==> config.mk <==
export PLATFORM = sky130hd
export DESIGN_NAME = stopwatch_seg7_scan
export DESIGN_NICKNAME = d
export VERILOG_FILES = /design/src/rtl/stopwatch_disp_pkg.sv /design/src/rtl/seg7_bcd_decode.sv /design/src/rtl/stopwatch_seg7_scan.sv
export SDC_FILE = /design/constraint.sdc
export NUM_CORES = 1
export LEC_CHECK = 0
export CAP_MARGIN = 10
export CORE_MARGIN = 2
export CORE_UTILIZATION = 56
export CTS_BUF_LIST = sky130_fd_sc_hd__clkbuf_8
export DETAILED_ROUTE_END_ITERATION = 10
export PLACE_DENSITY_LB_ADDON = 0.2
export SKIP_CTS_REPAIR_TIMING = 1
export SYNTH_ARGS = -nofsm -noshare
export SYNTH_HDL_FRONTEND = slang
export SYNTH_SLANG_ARGS = --single-unit
==> constraint.sdc <==
create_clock -name clk -period 3.97 [get_ports clk]
set_clock_uncertainty 0.05 [all_clocks]
set_input_delay 0.794 -clock clk [delete_from_list [all_inputs] [get_ports clk]]
set_output_delay 0.794 -clock clk [all_outputs]
set_load 0.05 [all_outputs]
==> src/rtl/stopwatch_disp_pkg.sv <==
// Shared constants and types for the stopwatch 7-segment scan display.
// Segment codes are active-low {g,f,e,d,c,b,a}.
package stopwatch_disp_pkg;

  localparam int NUM_DIGITS = 6;

  localparam logic [6:0] SEG_DIGIT [0:9] = '{
    7'h40, 7'h79, 7'h24, 7'h30, 7'h19,
    7'h12, 7'h02, 7'h78, 7'h00, 7'h10
  };

  localparam logic [6:0] SEG_DASH = 7'h3F;
  localparam logic [6:0] SEG_E    = 7'h06;
  localparam logic [6:0] SEG_OFF  = 7'h7F;

  typedef logic [2:0] digit_t;

  localparam digit_t DIG_MS_ONES  = 3'd0;
  localparam digit_t DIG_MS_TENS  = 3'd1;
  localparam digit_t DIG_SEC_ONES = 3'd2;
  localparam digit_t DIG_SEC_TENS = 3'd3;
  localparam digit_t DIG_MIN      = 3'd4;
  localparam digit_t DIG_STATUS   = 3'd5;

  typedef struct packed {
    logic       min;
    logic [7:0] sec;
    logic [7:0] ms;
    logic       timeout;
  } snap_t;

endpackage

==> src/rtl/seg7_bcd_decode.sv <==
// BCD nibble to active-low 7-segment code.
// Values above 9 render as a dash.
module seg7_bcd_decode
  import stopwatch_disp_pkg::*;
(
  input  logic [3:0] bcd,
  output logic [6:0] seg_n
);

  always_comb begin
    seg_n = SEG_DASH;
    case (bcd)
      4'd0: seg_n = SEG_DIGIT[0];
      4'd1: seg_n = SEG_DIGIT[1];
      4'd2: seg_n = SEG_DIGIT[2];
      4'd3: seg_n = SEG_DIGIT[3];
      4'd4: seg_n = SEG_DIGIT[4];
      4'd5: seg_n = SEG_DIGIT[5];
      4'd6: seg_n = SEG_DIGIT[6];
      4'd7: seg_n = SEG_DIGIT[7];
      4'd8: seg_n = SEG_DIGIT[8];
      4'd9: seg_n = SEG_DIGIT[9];
      default: seg_n = SEG_DASH;
    endcase
  end

endmodule

==> src/rtl/stopwatch_seg7_scan.sv <==
// Multiplexed 6-digit common-anode scan of the stopwatch value (M.SS.CC).
// Optional timeout blink enabled by defining SCAN_BLINK_TIMEOUT_EN.
module stopwatch_seg7_scan
  import stopwatch_disp_pkg::*;
#(
  parameter int SCAN_DIV     = 4,
  parameter int BLINK_FRAMES = 8
) (
  input  logic       clk,
  input  logic       rst,
  input  logic       min,
  input  logic [7:0] sec,
  input  logic [7:0] milisec,
  input  logic       timeout,
  output logic [6:0] seg_n,
  output logic       dp_n,
  output logic [5:0] an_n
);

  localparam int PW = $clog2(SCAN_DIV);
  localparam logic [PW-1:0] PS_MAX = PW'(SCAN_DIV - 1);

  if (SCAN_DIV < 2 || BLINK_FRAMES < 1) begin : g_bad_param
    $error("stopwatch_seg7_scan: SCAN_DIV>=2, BLINK_FRAMES>=1");
  end

  logic [PW-1:0] prescale;
  digit_t        idx;
  snap_t         snap;
  logic          tick;
  logic          wrap;
  logic          phase;

  assign tick = (prescale == PS_MAX);
  assign wrap = tick && (idx == DIG_STATUS);

  // Snapshot only at the frame boundary so a frame never tears.
  always_ff @(posedge clk) begin
    if (rst) begin
      prescale <= '0;
      idx      <= DIG_MS_ONES;
      snap     <= '0;
    end else begin
      prescale <= tick ? '0 : prescale + 1'b1;
      if (tick)
        idx <= wrap ? DIG_MS_ONES : idx + 3'd1;
      if (wrap) begin
        snap.min     <= min;
        snap.sec     <= sec;
        snap.ms      <= milisec;
        snap.timeout <= timeout;
      end
    end
  end

`ifdef SCAN_BLINK_TIMEOUT_EN
  localparam int FW = (BLINK_FRAMES > 1) ? $clog2(BLINK_FRAMES) : 1;
  localparam logic [FW-1:0] FR_MAX = FW'(BLINK_FRAMES - 1);

  logic [FW-1:0] frame_cnt;

  always_ff @(posedge clk) begin
    if (rst || !snap.timeout) begin
      frame_cnt <= '0;
      phase     <= 1'b0;
    end else if (wrap) begin
      if (frame_cnt == FR_MAX) begin
        frame_cnt <= '0;
        phase     <= ~phase;
      end else begin
        frame_cnt <= frame_cnt + 1'b1;
      end
    end
  end
`else
  assign phase = 1'b0;
`endif

  logic [3:0] nib;
  logic [6:0] dec_seg;

  always_comb begin
    nib = 4'd0;
    unique case (idx)
      DIG_MS_ONES:  nib = snap.ms[3:0];
      DIG_MS_TENS:  nib = snap.ms[7:4];
      DIG_SEC_ONES: nib = snap.sec[3:0];
      DIG_SEC_TENS: nib = snap.sec[7:4];
      DIG_MIN:      nib = {3'b000, snap.min};
      default:      nib = 4'd0;
    endcase
  end

  seg7_bcd_decode u_dec (
    .bcd   (nib),
    .seg_n (dec_seg)
  );

  logic [6:0] seg_d;
  logic       dp_d;
  logic [5:0] an_d;

  always_comb begin
    seg_d = dec_seg;
    dp_d  = !(idx == DIG_SEC_ONES || idx == DIG_MIN);
    an_d  = ~(6'd1 << idx);
    if (idx == DIG_STATUS) begin
      dp_d = 1'b1;
      if (snap.timeout) begin
        seg_d = SEG_E;
      end else begin
        seg_d = SEG_OFF;
        an_d  = 6'h3F;
      end
    end
    if (snap.timeout && phase) begin
      seg_d = SEG_OFF;
      dp_d  = 1'b1;
      an_d  = 6'h3F;
    end
  end

  always_ff @(posedge clk) begin
    if (rst) begin
      seg_n <= SEG_OFF;
      dp_n  <= 1'b1;
      an_n  <= 6'h3F;
    end else begin
      seg_n <= seg_d;
      dp_n  <= dp_d;
      an_n  <= an_d;
    end
  end

endmodule

-- After elaboration in Yosys (flattened, before gate mapping)
Memory sizes are Yosys's and may differ from the RTL's.
Cells that the tools add are included.
- flip-flop bits (word level): 37
- memory bits (read-only): 112
- logic and storage cells: 32
- memories: 1
- memories (memory ; words ; bits a word ; read ports ; clocked after memory_dff ; wr ports ; RTL line ; source):
    (no name shown) ; 16 ; 7 ; 1 ; 0 ; 0 ; seg7_bcd_decode.sv:12 ; case (bcd)
- $add $sub $neg: 2
- equal/unequal tests: 6
- shift operators: 1
- muxes and demuxes: 6
- bitwise logic cells: 1
- reduce and logical (&&, ||, !) cells: 6
- operators with widths (kind ; count):
    4-bit case mux with 5 select lines ; 1
    7-bit two-way mux ; 2
    6-bit two-way mux ; 2
    3-bit by 2-bit equality test with 1-bit output (second input constant) ; 2
    3-bit equality test (second input constant) ; 2
    6-bit inverter ; 1
    1-bit by 3-bit left shift with 6-bit output (first input constant) ; 1
    2-bit OR reduction ; 2
    3-bit by 1-bit adder with 3-bit output (second input constant) ; 1
    3-bit by 1-bit equality test with 1-bit output (second input constant) ; 1
    3-bit logical NOT ; 1
    3-bit two-way mux ; 1
    2-bit by 1-bit adder with 2-bit output (second input constant) ; 1
    2-bit equality test (second input constant) ; 1
    1-bit logical AND ; 1
    1-bit logical NOT ; 1
    1-bit logical OR ; 1

-- Depth between registers and ports, before layout
Gate-level depths: netlist (run 1).
- word-level depth: 4
- depth in mapped cells: 12
- gate-level depth less buffers: 11

-- Modules after synthesis
A second synthesis (run 1) with hierarchy kept.
- cell total of the unflattened synthesis: 191
- area total of the unflattened synthesis: 1619.1 um^2
- by module, submodules not included (module ; times used ; cells an instance ; area each (um^2) ; sequential area each (um^2)):
    stopwatch_seg7_scan ; 1 ; 160 ; 1395.1 ; 740.7
    seg7_bcd_decode ; 1 ; 31 ; 224.0 ; 0.0

-- Worst setup path after synthesis (run 1)
OpenSTA, ideal clock, no wires.
- path type: register to register
- start: register idx[2]
- end: register seg_n[0]
- arrival: 2.150 ns
- required time: 3.792 ns
- slack: 1.643 ns
- stages on the path, launching flop included: 12
- buffers on the path: 2
- period minus slack after synthesis: 2.327 ns
- cells stage by stage: dfxtp_1 -> clkbuf_1 -> clkbuf_1 -> inv_1 -> ha_1 -> a21oi_1 -> inv_1 -> ha_1 -> nand2_1 -> a32oi_1 -> nor3_1 -> a211oi_1
- word-level cells in the longest chain between the ends: 4
- RTL lines (what ; RTL line ; source):
    start: declaration ; stopwatch_seg7_scan.sv:28 ; digit_t idx;
    start signal: assignment ; stopwatch_seg7_scan.sv:46 ; idx <= wrap ? DIG_MS_ONES : idx + 3'd1;
    3-bit equality test (tied with other cells) ; stopwatch_seg7_scan.sv:84 ; unique case (idx)
    4-bit case mux with 5 select lines ; stopwatch_seg7_scan.sv:84 ;
    memory read 16 x 7 bit ; n/a ;
    7-bit two-way mux * ; stopwatch_seg7_scan.sv:107 ; if (idx == DIG_STATUS) begin
    end signal: assignment ; stopwatch_seg7_scan.sv:129 ; seg_n <= seg_d;
    end: declaration ; stopwatch_seg7_scan.sv:15 ; output logic [6:0] seg_n,
Every way passes the cells marked *; elsewhere a longest branch is shown, timed or not.
A chain may end at the register's enable or synchronous reset.

-- Final worst setup path (run 1)
- start: register idx[1]
- end: register seg_n[3]
The elaborated chain is that of the path after synthesis.

==> results.py, run 1 <==
metrics = {
    "outcome": {
        "status": "finished clean",
    },
    "global_route": {
        "track_usage_pct": 22.9,
        "antenna_found_initial": 0,
        "grt-ovfl-total": 0,
        "grt_pass1_vias": 1286,
        "grt_pass1_wl_um": 5740,
        "grt_max_degree": 29,
    },
    "placement": {
        "gp_congestion": 0.926,
        "dp_hpwl_um": 2470,
        "port_buffers": 33,
        "dpl.cell_count": 246,
        "place_area_sq_um": 1930,
    },
    "synthesis": {
        "yosysTopAreaCell": "dfxtp_1",
        "syn_area_per_cell_sq_um": 8.34,
        "ys.flop_type": "dfxtp_1",
        "synth_top_family_by_area": "simple AND/OR/NAND/NOR gates",
        "ys_seq_area_share_pct": 46.0,
        "synth.most_common_cell": "nand2_1",
        "synth.distinct_cells": 33,
        "synth_fp_nets": 226,
        "synthAdderAreaFrac_pct": 10.1,
        "syn_inst": 193,
        "synth_xor_xnor_area_share_pct": 0,
        "synth_area_leaders": "dfxtp_1, nand2_1, ha_1",
        "synthesis.area_sq_um": 1610,
        "ys_ff_latch": 37,
        "synth_common_cells": "nand2_1, dfxtp_1, a21oi_1, ha_1, nor2_1",
        "yosys-mux-area-fraction_pct": 1.24,
        "synthArstFlopShare_pct": 0,
        "synth_top_area_share_pct": 46.0,
        "synth-simple-area-share_pct": 19.8,
        "synth_compound_area_share_pct": 17.9,
        "synth-edff-count": 0,
        "yosysWarnings": 0,
    },
    "clock_tree": {
        "htree_num_levels": 2,
        "numCtsBuffers": 5,
        "cts_tree": "yes",
        "path_clk_slew_ns": 0.07,
        "cts_root_buf": "clkbuf_8",
        "clk_latency_ns": 0.29,
        "cts.path.max_buffers": 2,
        "cts_sinks": 37,
    },
    "timing": {
        "max_slew_margin_pct": 54.7,
        "maxSlewViolCount": 0,
        "hold_viol_final": 0,
        "tns_ns": 0,
        "max_freq_mhz": 371,
        "worst-slew-pin-transition_ns": 0.680,
        "period_share_pct": 67.8,
        "rsz0062_at_grt": "false",
        "setup_violations": 0,
        "period_needed_ns": 2.69,
    },
    "layout": {
        "fill_cells": 203,
        "design_area_sq_um": 2050,
        "multiInputGateArea_sq_um": 790,
        "final_cells": 254,
        "final_nets": 255,
        "antenna_cells": 0,
        "ff_latch_area_sq_um": 741,
        "area_delta_synth_final_pct": 27.4,
        "drive_above_1_share_pct": 4.93,
        "utilization_pct": 75.0,
    },
    "pwr": {
        "power_density_nw_per_um2": 380,
        "p_leak_nw": 0.775,
        "vdd_drop_max_uv": 401,
        "finalPower_uw": 780,
    },
    "critical_path": {
        "cp-end-kind": "flip-flop",
        "critical-path-max-stage-delay_ns": 0.40,
        "cp.arrival_ns": 2.81,
        "crit_path_max_fanout": 9,
        "slowest_stage": "a21oi_1",
        "critPathKind": "flip-flop to flip-flop",
        "crit_chain": "inv_1 -> ha_1 -> a222oi_1 -> o21ai_0 -> a21oi_1 -> inv_1 -> ha_1 -> nand2_1 -> a32oi_1 -> nor3_1 -> a211oi_1",
        "cp.buffers_inverters": 2,
        "worstPathRequired_ns": 4.09,
        "crit_family": "compound AO/OA/AOI/OAI gates",
        "start_kind": "flip-flop",
    },
    "routing": {
        "drc": 0,
        "drt-pass1-iter-count": 4,
        "drt-initial-drc-count": 48,
        "vias": 1405,
        "post_drt_wl_per_cell_um": 13.4,
        "postRouteAntennaNets": 0,
        "routed_via_density": 5.53,
        "wl_um": 3400,
    },
    "floorplan": {
        "ios": 34,
        "die_h_um": 57.6,
        "core-area_sq_um": 2730,
        "fp-row-count": 19,
        "die-area_sq_um": 3320,
        "initial_core_util_pct": 58.9,
        "die_w_um": 57.6,
    },
    "hold_path": {
        "hp-class": "flip-flop to flip-flop",
    },
    "flow_run": {
        "drv_cap": 0,
    },
}
power breakdown:
group          leakage, nW  internal [mW]  switching, mW
combinational        0.410         0.0330         0.0359
clock               0.0626          0.202          0.126
sequential           0.302          0.379        0.00318
registers in the layout (all words and copies together) (netlist names):
signal and flops:
an_n 6, prescale 2, dp_n 1, seg_n 7, snap 18, idx 3
stage by stage:
stage	hold slack, ns	setup slack [ns]
6_report	0.377	1.28
5_1_grt	0.395	1.03
3_5_place_dp	0.378	1.38
3_3_place_gp	0.363	1.55
2_1_floorplan	0.354	1.64
4_1_cts	0.388	1.33
kinds of logic (layout without fill, tap and decap cells):
| group | after synthesis | after routing |
|---|---|---|
| muxes | 2 | 2 |
| DFF | 37 | 37 |
| AOI/OAI and AO/OA | 45 | 45 |
| and+or+nand+nor | 77 | 77 |
| buffers and inverters | 19 | 49 |
| adders and majority gates | 13 | 13 |
path summary, 6_finish.rpt:
check / startpoint / endpoint / slack [ns] / depth (start not counted)
max: idx[1] / seg_n[3] / 1.28 / 11
max reg2reg: idx[1] / seg_n[3] / 1.28 / 11
min: prescale[0] / prescale[0] / 0.38 / 1
min reg2reg: prescale[0] / prescale[0] / 0.38 / 1
layout by cell type (no fill, tap or decap), drive strengths merged, types with 2 or more instances in the layout:
master          n
clkdlybuf4s50  33
o211ai          3
nor3            2
a21oi          22
mux2i           2
nor2           12
clkbuf          6
nand2          51
a211oi          2
ha             13
nand3           4
a222oi          3
dfxtp          37
o21ai           7
and3            2
nand2b          2
inv             8
metal layers:
layer / share of wire, % / GRT usage [%] / vias up
met5: 0 / 0 / -
met4: 1.9 / 10.6 / 0
met2: 50 / 39.4 / 45
met3: 5.6 / 6.58 / 8
li1: - / - / 710
met1: 43 / 25.8 / 642
area by class of cell:
cell class,count,share of cell area (%)
Tap cell,31,1.89
Sequential cell,37,36.1
Multi-Input combinational cell,137,38.5
Timing Repair Buffer,34,16.5
Clock inverter,2,1.65
Inverter,7,1.28
Clock buffer,6,4.03
Power figures use the tool's default switching activity.
==> run 2: changes to the inputs <==
- CORE_UTILIZATION: 56 -> 52
- clock period: 3.97 -> 2.6 ns (I/O delays scaled with it)
==> run 2 against run 1 <==
First-iteration DRC count is 44% higher. Count of clock-buffer cells in the layout did not move. Core utilization decreased by 5.8 points. Power increased by 53%. Routed wire length rose by 7.5%. Sequential cell count did not move. Clock power up 53%. Critical path type unchanged. Cell count is 2.0% higher.
==> results.py, run 2 (synthesis results as in run 1) <==
metrics = {
    "timing": {
        "hold_viol_final": 0,
        "max_freq_mhz": 406,
        "setup_violations": 0,
        "maxSlewViolCount": 0,
        "max_slew_margin_pct": 55.0,
        "hold_ws_ns": 0.376,
        "period_share_pct": 94.7,
        "worst-slew-pin-transition_ns": 0.674,
        "period_needed_ns": 2.46,
    },
    "global_route": {
        "grt-ovfl-total": 0,
        "track_usage_pct": 22.7,
        "grt_max_degree": 27,
        "grt_pass1_vias": 1397,
        "antenna_found_initial": 0,
        "grt_pass1_wl_um": 5900,
    },
    "critical_path": {
        "cp.arrival_ns": 2.62,
        "crit_start": "idx[1]",
        "crit_family": "compound AO/OA/AOI/OAI gates",
        "worstPathRequired_ns": 2.75,
        "critPathKind": "flip-flop to flip-flop",
        "cp-end-kind": "flip-flop",
        "cp.buffers_inverters": 2,
        "crit_chain": "inv_1 -> ha_1 -> a222oi_1 -> o21ai_2 -> inv_1 -> ha_1 -> nand2_1 -> a32oi_1 -> nor3_1 -> a211oi_1",
        "crit_path_max_fanout": 9,
        "slowest_stage": "a222oi_1",
        "critical-path-max-stage-delay_ns": 0.52,
        "start_kind": "flip-flop",
        "timing.rr.start": "idx[1]",
    },
    "layout": {
        "largest_reg_flops": 18,
        "final_common_cell": "nand2_1",
        "final_nets": 258,
        "antenna_cells": 0,
        "layout_common_cells": "nand2_1, dfxtp_1, clkdlybuf4s50_1",
        "fill_cells": 246,
        "design_area_sq_um": 2080,
        "multiInputGateArea_sq_um": 793,
        "area_delta_synth_final_pct": 29.2,
        "ff_latch_area_sq_um": 741,
        "reg_top3": "snap x18, seg_n x7, an_n x6",
        "drive_above_1_share_pct": 6.64,
        "regMostFlops": "snap",
    },
    "floorplan": {
        "core-area_sq_um": 3000,
        "die_h_um": 59.6,
        "ios": 34,
        "fp-row-count": 20,
        "die_w_um": 59.6,
        "initial_core_util_pct": 53.6,
        "die-area_sq_um": 3560,
    },
    "outcome": {
        "status": "finished clean",
    },
    "routing": {
        "drc": 0,
        "vias": 1423,
        "postRouteAntennaNets": 0,
        "post_drt_wl_per_cell_um": 14.1,
        "wl_um": 3650,
        "routed_via_density": 5.49,
        "drt-initial-drc-count": 69,
        "drt-pass1-iter-count": 4,
    },
    "pwr": {
        "vdd_drop_max_uv": 342,
        "power_density_nw_per_um2": 574,
        "p_leak_nw": 0.790,
    },
    "clock_tree": {
        "numCtsBuffers": 5,
        "cts.path.max_buffers": 2,
        "cts_tree": "yes",
        "cts_root_buf": "clkbuf_8",
        "htree_num_levels": 2,
        "cts_sinks": 37,
        "clk_latency_ns": 0.29,
        "path_clk_slew_ns": 0.07,
    },
    "flow_run": {
        "drv_cap": 0,
    },
    "placement": {
        "gp_congestion": 0.880,
        "place_area_sq_um": 1950,
        "port_buffers": 33,
        "dp_hpwl_um": 2590,
    },
    "hold_path": {
        "min_from": "prescale[0]",
        "hp-class": "flip-flop to flip-flop",
    },
}
==> run 2: worst register-to-register path, cell delays in order, from the launching register on <==
cell and delay, ns:
dfxtp_1 0.37, inv_1 0.08, ha_1 0.29, a222oi_1 0.52, o21ai_2 0.18, inv_1 0.14
ha_1 0.16, nand2_1 0.06, a32oi_1 0.22, nor3_1 0.10, a211oi_1 0.21
==> run 2: layer usage <==
layer / wire, um / share of wire [%] / up-vias / track usage (%)
met5: 0 / 0 / - / 0
met4: 150 / 4.1 / 0 / 14.9
met3: 178 / 4.9 / 17 / 4.15
met2: 1790 / 49 / 45 / 38.0
met1: 1530 / 42 / 648 / 26.3
li1: - / - / 713 / -
==> run 2: cell type report <==
cell class,instances,area share (%)
Timing Repair Buffer,37,17.3
Multi-Input combinational cell,137,38.2
Sequential cell,37,35.6
Clock buffer,6,3.97
Tap cell,33,1.99
Clock inverter,2,1.63
Inverter,7,1.26
==> run 2: where the power goes <==
part	internal [mW]	switching (mW)	total (mW)
clock	0.309	0.194	0.503
combinational	0.0505	0.0550	0.106
sequential	0.579	0.00479	0.584
==> run 2: worst paths after layout <==
path	end	slack, ns	cells after the start
worst max-delay path	seg_n[0]	0.14	10
worst min-delay path	prescale[0]	0.38	1
worst max register to register	seg_n[0]	0.14	10
worst min register to register	prescale[0]	0.38	1
==> run 2: per-stage QoR <==
stage	cells	setup TNS (ns)	power, mW	setup WS, ns	util, %
2_1_floorplan	193	0	0.654	0.273	-
3_5_place_dp	250	0	0.702	0.209	65.0
4_1_cts	258	0	1.20	0.179	68.8
6_report	259	0	1.19	0.137	69.2
3_3_place_gp	250	0	0.699	0.376	65.0
5_1_grt	259	-0.0577	1.22	-0.0449	69.2
==> run 3: changes to the inputs <==
- SYNTH_HIERARCHICAL: unset -> 1
==> run 3 against run 2 <==
Sequential power about the same. Sequential share of layout area increased by 0.57 points. Die area increased by 0.59%. Count of clock-buffer cells in the layout unchanged. Routed wire length decreased by 7.7%. Register-to-register slack improved by 0.06 ns. Core utilization decreased by 1.1 points. Via count decreased by 3.2%. Non-clock buffer count increased by 1. Cell count decreased by 0.39%.
==> results.py, run 3 <==
metrics = {
    "outcome": {
        "status": "finished clean",
    },
    "placement": {
        "dpl.cell_count": 250,
        "place_area_sq_um": 1950,
        "dp_hpwl_um": 2510,
        "dp_worst_setup_slack_ns": 0.00545,
        "port_buffers": 33,
        "gp_congestion": 0.827,
    },
    "routing": {
        "routed_via_density": 5.34,
        "postRouteAntennaNets": 0,
        "vias": 1378,
        "post_drt_wl_per_cell_um": 13.1,
        "drt-pass1-iter-count": 4,
        "drc": 0,
        "wl_um": 3370,
        "drt-initial-drc-count": 51,
    },
    "synthesis": {
        "synth_area_leaders": "dfxtp_1, nand2_1, ha_1",
        "syn_inst": 191,
        "synth_common_cells": "nand2_1, dfxtp_1, a21oi_1, ha_1, inv_1",
        "synth.most_common_cell": "nand2_1",
        "yosysWarnings": 6,
        "synth.distinct_cells": 32,
        "yosysTopAreaCell": "dfxtp_1",
        "syn_area_per_cell_sq_um": 8.48,
        "synthArstFlopShare_pct": 0,
        "synthesis.area_sq_um": 1620,
        "ys_seq_area_share_pct": 45.7,
        "ys.flop_type": "dfxtp_1",
        "synth-edff-count": 0,
        "ys_ff_latch": 37,
        "synth_top_area_share_pct": 45.7,
        "synth_fp_nets": 222,
    },
    "timing": {
        "tns_ns": 0,
        "rsz0062_at_grt": "false",
        "worst-slew-pin-transition_ns": 0.601,
        "max_slew_margin_pct": 59.9,
        "hold_viol_final": 0,
        "maxSlewViolCount": 0,
        "max_freq_mhz": 415,
        "fin_ws_ns": 0.192,
        "period_needed_ns": 2.41,
        "setup_violations": 0,
        "period_share_pct": 92.6,
    },
    "critical_path": {
        "timing.rr.start": "idx[0]",
        "r2r_slack_ns": 0.19,
        "cp.arrival_ns": 2.52,
        "ff2ff_path_depth": 9,
        "r2r-end": "seg_n[1]",
        "cp-end-kind": "flip-flop",
        "worstPathRequired_ns": 2.72,
        "crit_path_max_fanout": 6,
        "critPathKind": "flip-flop to flip-flop",
        "start_kind": "flip-flop",
    },
    "clock_tree": {
        "path_clk_slew_ns": 0.07,
        "cts.path.max_buffers": 2,
        "cts_sinks": 37,
        "cts_tree": "yes",
        "clk_latency_ns": 0.29,
        "htree_num_levels": 2,
        "cts_root_buf": "clkbuf_8",
        "numCtsBuffers": 5,
    },
    "pwr": {
        "pwr-share-clk_pct": 36.0,
        "switchingPower_uw": 239,
        "vdd_drop_max_uv": 313,
        "switching_share_pct": 22.3,
        "power_density_nw_per_um2": 525,
        "p_leak_nw": 0.766,
        "power.share.combinational_pct": 9.7,
        "power.internal_uw": 835,
        "p_seq_share_pct": 54.4,
    },
    "hold_path": {
        "min_to": "prescale[0]",
        "hp-class": "flip-flop to flip-flop",
        "min_path_cells": 1,
        "min_from": "prescale[0]",
    },
    "global_route": {
        "grt-ovfl-total": 0,
        "grt_max_degree": 19,
        "grt_pass1_wl_um": 5520,
        "track_usage_pct": 21.1,
        "grt_pass1_vias": 1260,
        "antenna_found_initial": 0,
    },
    "layout": {
        "final_nets": 256,
        "antenna_cells": 0,
        "final_cells": 258,
        "largest_reg_flops": 18,
        "utilization_pct": 68.1,
        "regMostFlops": "snap",
        "layout_common_cells": "nand2_1, dfxtp_1, clkdlybuf4s50_1",
        "reg_top3": "snap x18, seg_n x7, an_n x6",
        "fill_cells": 255,
        "area_delta_synth_final_pct": 26.4,
        "design_area_sq_um": 2050,
        "multiInputGateArea_sq_um": 786,
        "ff_latch_area_sq_um": 741,
        "final_common_cell": "nand2_1",
        "drive_above_1_share_pct": 5.78,
    },
    "floorplan": {
        "core-area_sq_um": 3000,
        "die_w_um": 59.8,
        "fp-row-count": 20,
        "initial_core_util_pct": 53.9,
        "die-area_sq_um": 3580,
        "ios": 34,
        "die_h_um": 59.8,
    },
    "flow_run": {
        "drv_cap": 0,
    },
}
==> run 3: cell count changes after synthesis, sizes merged, moves of 2 or more <==
cell    before  now
a21o         0    3
buf          2    9
or3          0    3
nand2b       2    4
nor2        12    4
o21ai        7    5
ha          13   11
clkbuf      10    2
a211oi       2    0
nand2       51   54
and3b        0    2
o211ai       3    0
a21oi       22   26
nor3b        1    3
==> run 3: cell families (layout without fill, tap and decap cells) <==
group | Yosys count | in the layout | synth area share [%]
adders and majority gates | 11 | 11 | 8.50
buffers and inverters | 18 | 52 | 5.95
muxes | 2 | 2 | 1.24
AOI/OAI and AO/OA | 43 | 43 | 15.9
and+or+nand+nor | 80 | 80 | 22.6
DFF | 37 | 37 | 45.7
==> run 3: routing by layer <==
layer  wire [um]  vias up  global-route usage (%)
met5           0        -                       0
li1            -      706                       -
met4          47        0                    7.30
met2        1650       46                    35.6
met1        1460      620                    24.4
met3         209        6                    7.79
==> run 3: worst max-delay path by stage <==
| stage | start | end | cells past startpoint |
|---|---|---|---|
| 6_report | idx[0] | seg_n[1] | 9 |
| 5_1_grt | idx[1] | seg_n[2] | 9 |
| 4_1_cts | idx[1] | seg_n[2] | 7 |
| 3_5_place_dp | idx[1] | seg_n[2] | 7 |
| 3_3_place_gp | idx[0] | seg_n[1] | 9 |
| 2_1_floorplan | idx[1] | seg_n[1] | 10 |
==> run 3: worst max-delay path, stage by stage, from the launching register on <==
cell      delay (ns)
dfxtp_1         0.38
inv_1           0.10
ha_1            0.28
a222oi_1        0.39
o21ai_1         0.19
inv_1           0.15
ha_1            0.26
nor2_1          0.11
nor2_1          0.05
or3_1           0.33
==> run 3: stage by stage <==
step | hold slack (ns) | power, mW
detailed placement | 0.382 | 0.700
global placement | 0.362 | 0.697
global route | 0.430 | 1.11
floorplan | 0.354 | 0.650
CTS | 0.391 | 1.08
finish | 0.384 | 1.07
==> run 3: area by class of cell <==
type	count	share of cell area (%)
inverter	7	1.28
sequential	37	36.2
tap	33	2.02
timing repair buffer	38	17.9
clock buffer	6	4.04
clock inverter	1	0.183
multi-input combinational	136	38.4
==> run 3: power groups by stage <==
| stage | clock network (mW) | logic, mW | registers, mW |
|---|---|---|---|
| global placement | 0 | 0.101 | 0.596 |
| detailed placement | 0 | 0.103 | 0.597 |
| finish | 0.386 | 0.104 | 0.584 |
| global route | 0.417 | 0.112 | 0.585 |
| CTS | 0.392 | 0.104 | 0.584 |
| floorplan | 0 | 0.0288 | 0.622 |
==> patch, RTL diff (flow settings as in run 2) <==
The option `SCAN_BLINK_TIMEOUT_EN` is turned on by a define.
--- a/src/rtl/stopwatch_seg7_scan.sv
+++ b/src/rtl/stopwatch_seg7_scan.sv
@@ -1,5 +1,7 @@
 // Multiplexed 6-digit common-anode scan of the stopwatch value (M.SS.CC).
 // Optional timeout blink enabled by defining SCAN_BLINK_TIMEOUT_EN.
+`define SCAN_BLINK_TIMEOUT_EN
+
 module stopwatch_seg7_scan
   import stopwatch_disp_pkg::*;
 #(
Formal check against the unedited RTL: same outputs for any inputs over 10 cycles, from zero or initial values and one cycle with rst high; that may be too few to reach the edited logic, so the function may still have changed.
==> patch against run 2 <==
- area after synthesis increased by 12%
- sequential cell count increased by 4
- count of clock-buffer cells in the layout is the same
- wire length down 2.3%
- largest cell class unchanged
- setup slack improved by 0.20 ns
- final area is 7.7% higher
- maximum frequency grew 8.8%
- total power fell by 3.0%
- global-route usage is 2.7 points lower
- non-clock buffer count grew 1
==> patch: results (changes against run 2) <==
Delay-heaviest family, CP - compound AO/OA/AOI/OAI gates
CP endpoint - seg_n[4]
Root Buffer - clkbuf_8
Synth unique cells - 44 (+33%)
Status - finished clean
Post-DP HPWL - 2547 um (-1.7%)
Vias/cell - 5.253 (-4.4%)
YS warnings - 0 (unchanged)
Clock transition at path regs - 0.07 ns (about the same)
CP max stage delay - 0.55 ns (+0.03 ns)
Tmin final - 2.264 ns (-0.1993 ns)
Vias in the first global route - 1,363 (-2.4%)
Layout cells sized above 1 - 7.407% (+0.77 points)
WL/cell - 12.33 um (-12%)
FF-to-FF setup slack - 0.34 ns (+0.20 ns)
Largest net degree at the start of global routing - 25 (-7.4%)
Syn_nets - 242 (+7.1%)
Crit path DAT - 2.43 ns (-0.19 ns)
Syn avg cell area - 8.539 um2 (+2.4%)
Post-synth top cells - nand2_1 (57), dfxtp_1 (41), a21oi_1 (25), ha_1 (11)
Top flop regs - snap x18, seg_n x7, an_n x6
Pre-CTS WS - 0.3910 ns (+0.1817 ns)
Critical-path top delay cell - a222oi_1
Non-Filler Instances - 289 (+12%)
Min Hold Slack - 0.3835 ns (+0.007491 ns)
Crit path from - idx[1]
Hold path depth - 1 (unchanged)
LEAKAGE - 0.8043 nW (+1.8%)
Top cells by area, synth - dfxtp_1 (46%), nand2_1 (12%), ha_1 (7.6%)
Placed inst area - 2152 um2 (+10%)
GPL Wtd Cong - 0.9062 (+2.9%)
# port buffers - 33 (unchanged)
Gr usage total - 20.03% (-2.7 points)
Placed Cells - 282 (+13%)
First-pass GRT wire length - 6265 um (+6.2%)
Slew HR - 56.67% (+1.6 points)
R2R cell count - 9 (-1)
Worst vdd ir - 373.9 uV (+9.3%)
Worst Hold Class - flip-flop to flip-flop
Initial antenna violation count - 0 (unchanged)
Nets@finish - 274 (+6.2%)
Iter 0 DRT Violations - 99 (+43%)
Seq/Total Area, Yosys - 45.56% (-0.48 points)
patch: cells by family after synthesis:
logic type	after synthesis	synth area share, %
adders and majority gates	11	7.639
buffers and inverters	22	6.041
muxes	3	1.805
DFF	41	45.56
xor gates and xnor gates	1	0.4862
AOI/OAI and AO/OA	53	19.93
and+or+nand+nor	80	18.54
patch: area by class of cell:
| type | count | area (um2) |
|---|---|---|
| multi-input combinational | 148 | 872.1 |
| fill | 312 | 1099 |
| clock buffer | 6 | 82.58 |
| tap | 46 | 57.56 |
| clock inverter | 1 | 3.754 |
| sequential | 41 | 820.8 |
| inverter | 9 | 33.78 |
| timing repair buffer | 38 | 367.9 |
patch: report_power, final:
part           switching (mW)  internal (mW)  leakage (nW)
registers             0.00423          0.640         0.334
clock network           0.198          0.206        0.0485
logic                  0.0561         0.0517         0.422
patch: metal layers:
metal	GRT usage, %	wire length [um]	share of wire (%)
met5	0	0	0
met4	10.28	79	2.2
met3	4.505	149	4.2
met2	31.12	1679	47
met1	25.93	1655	46
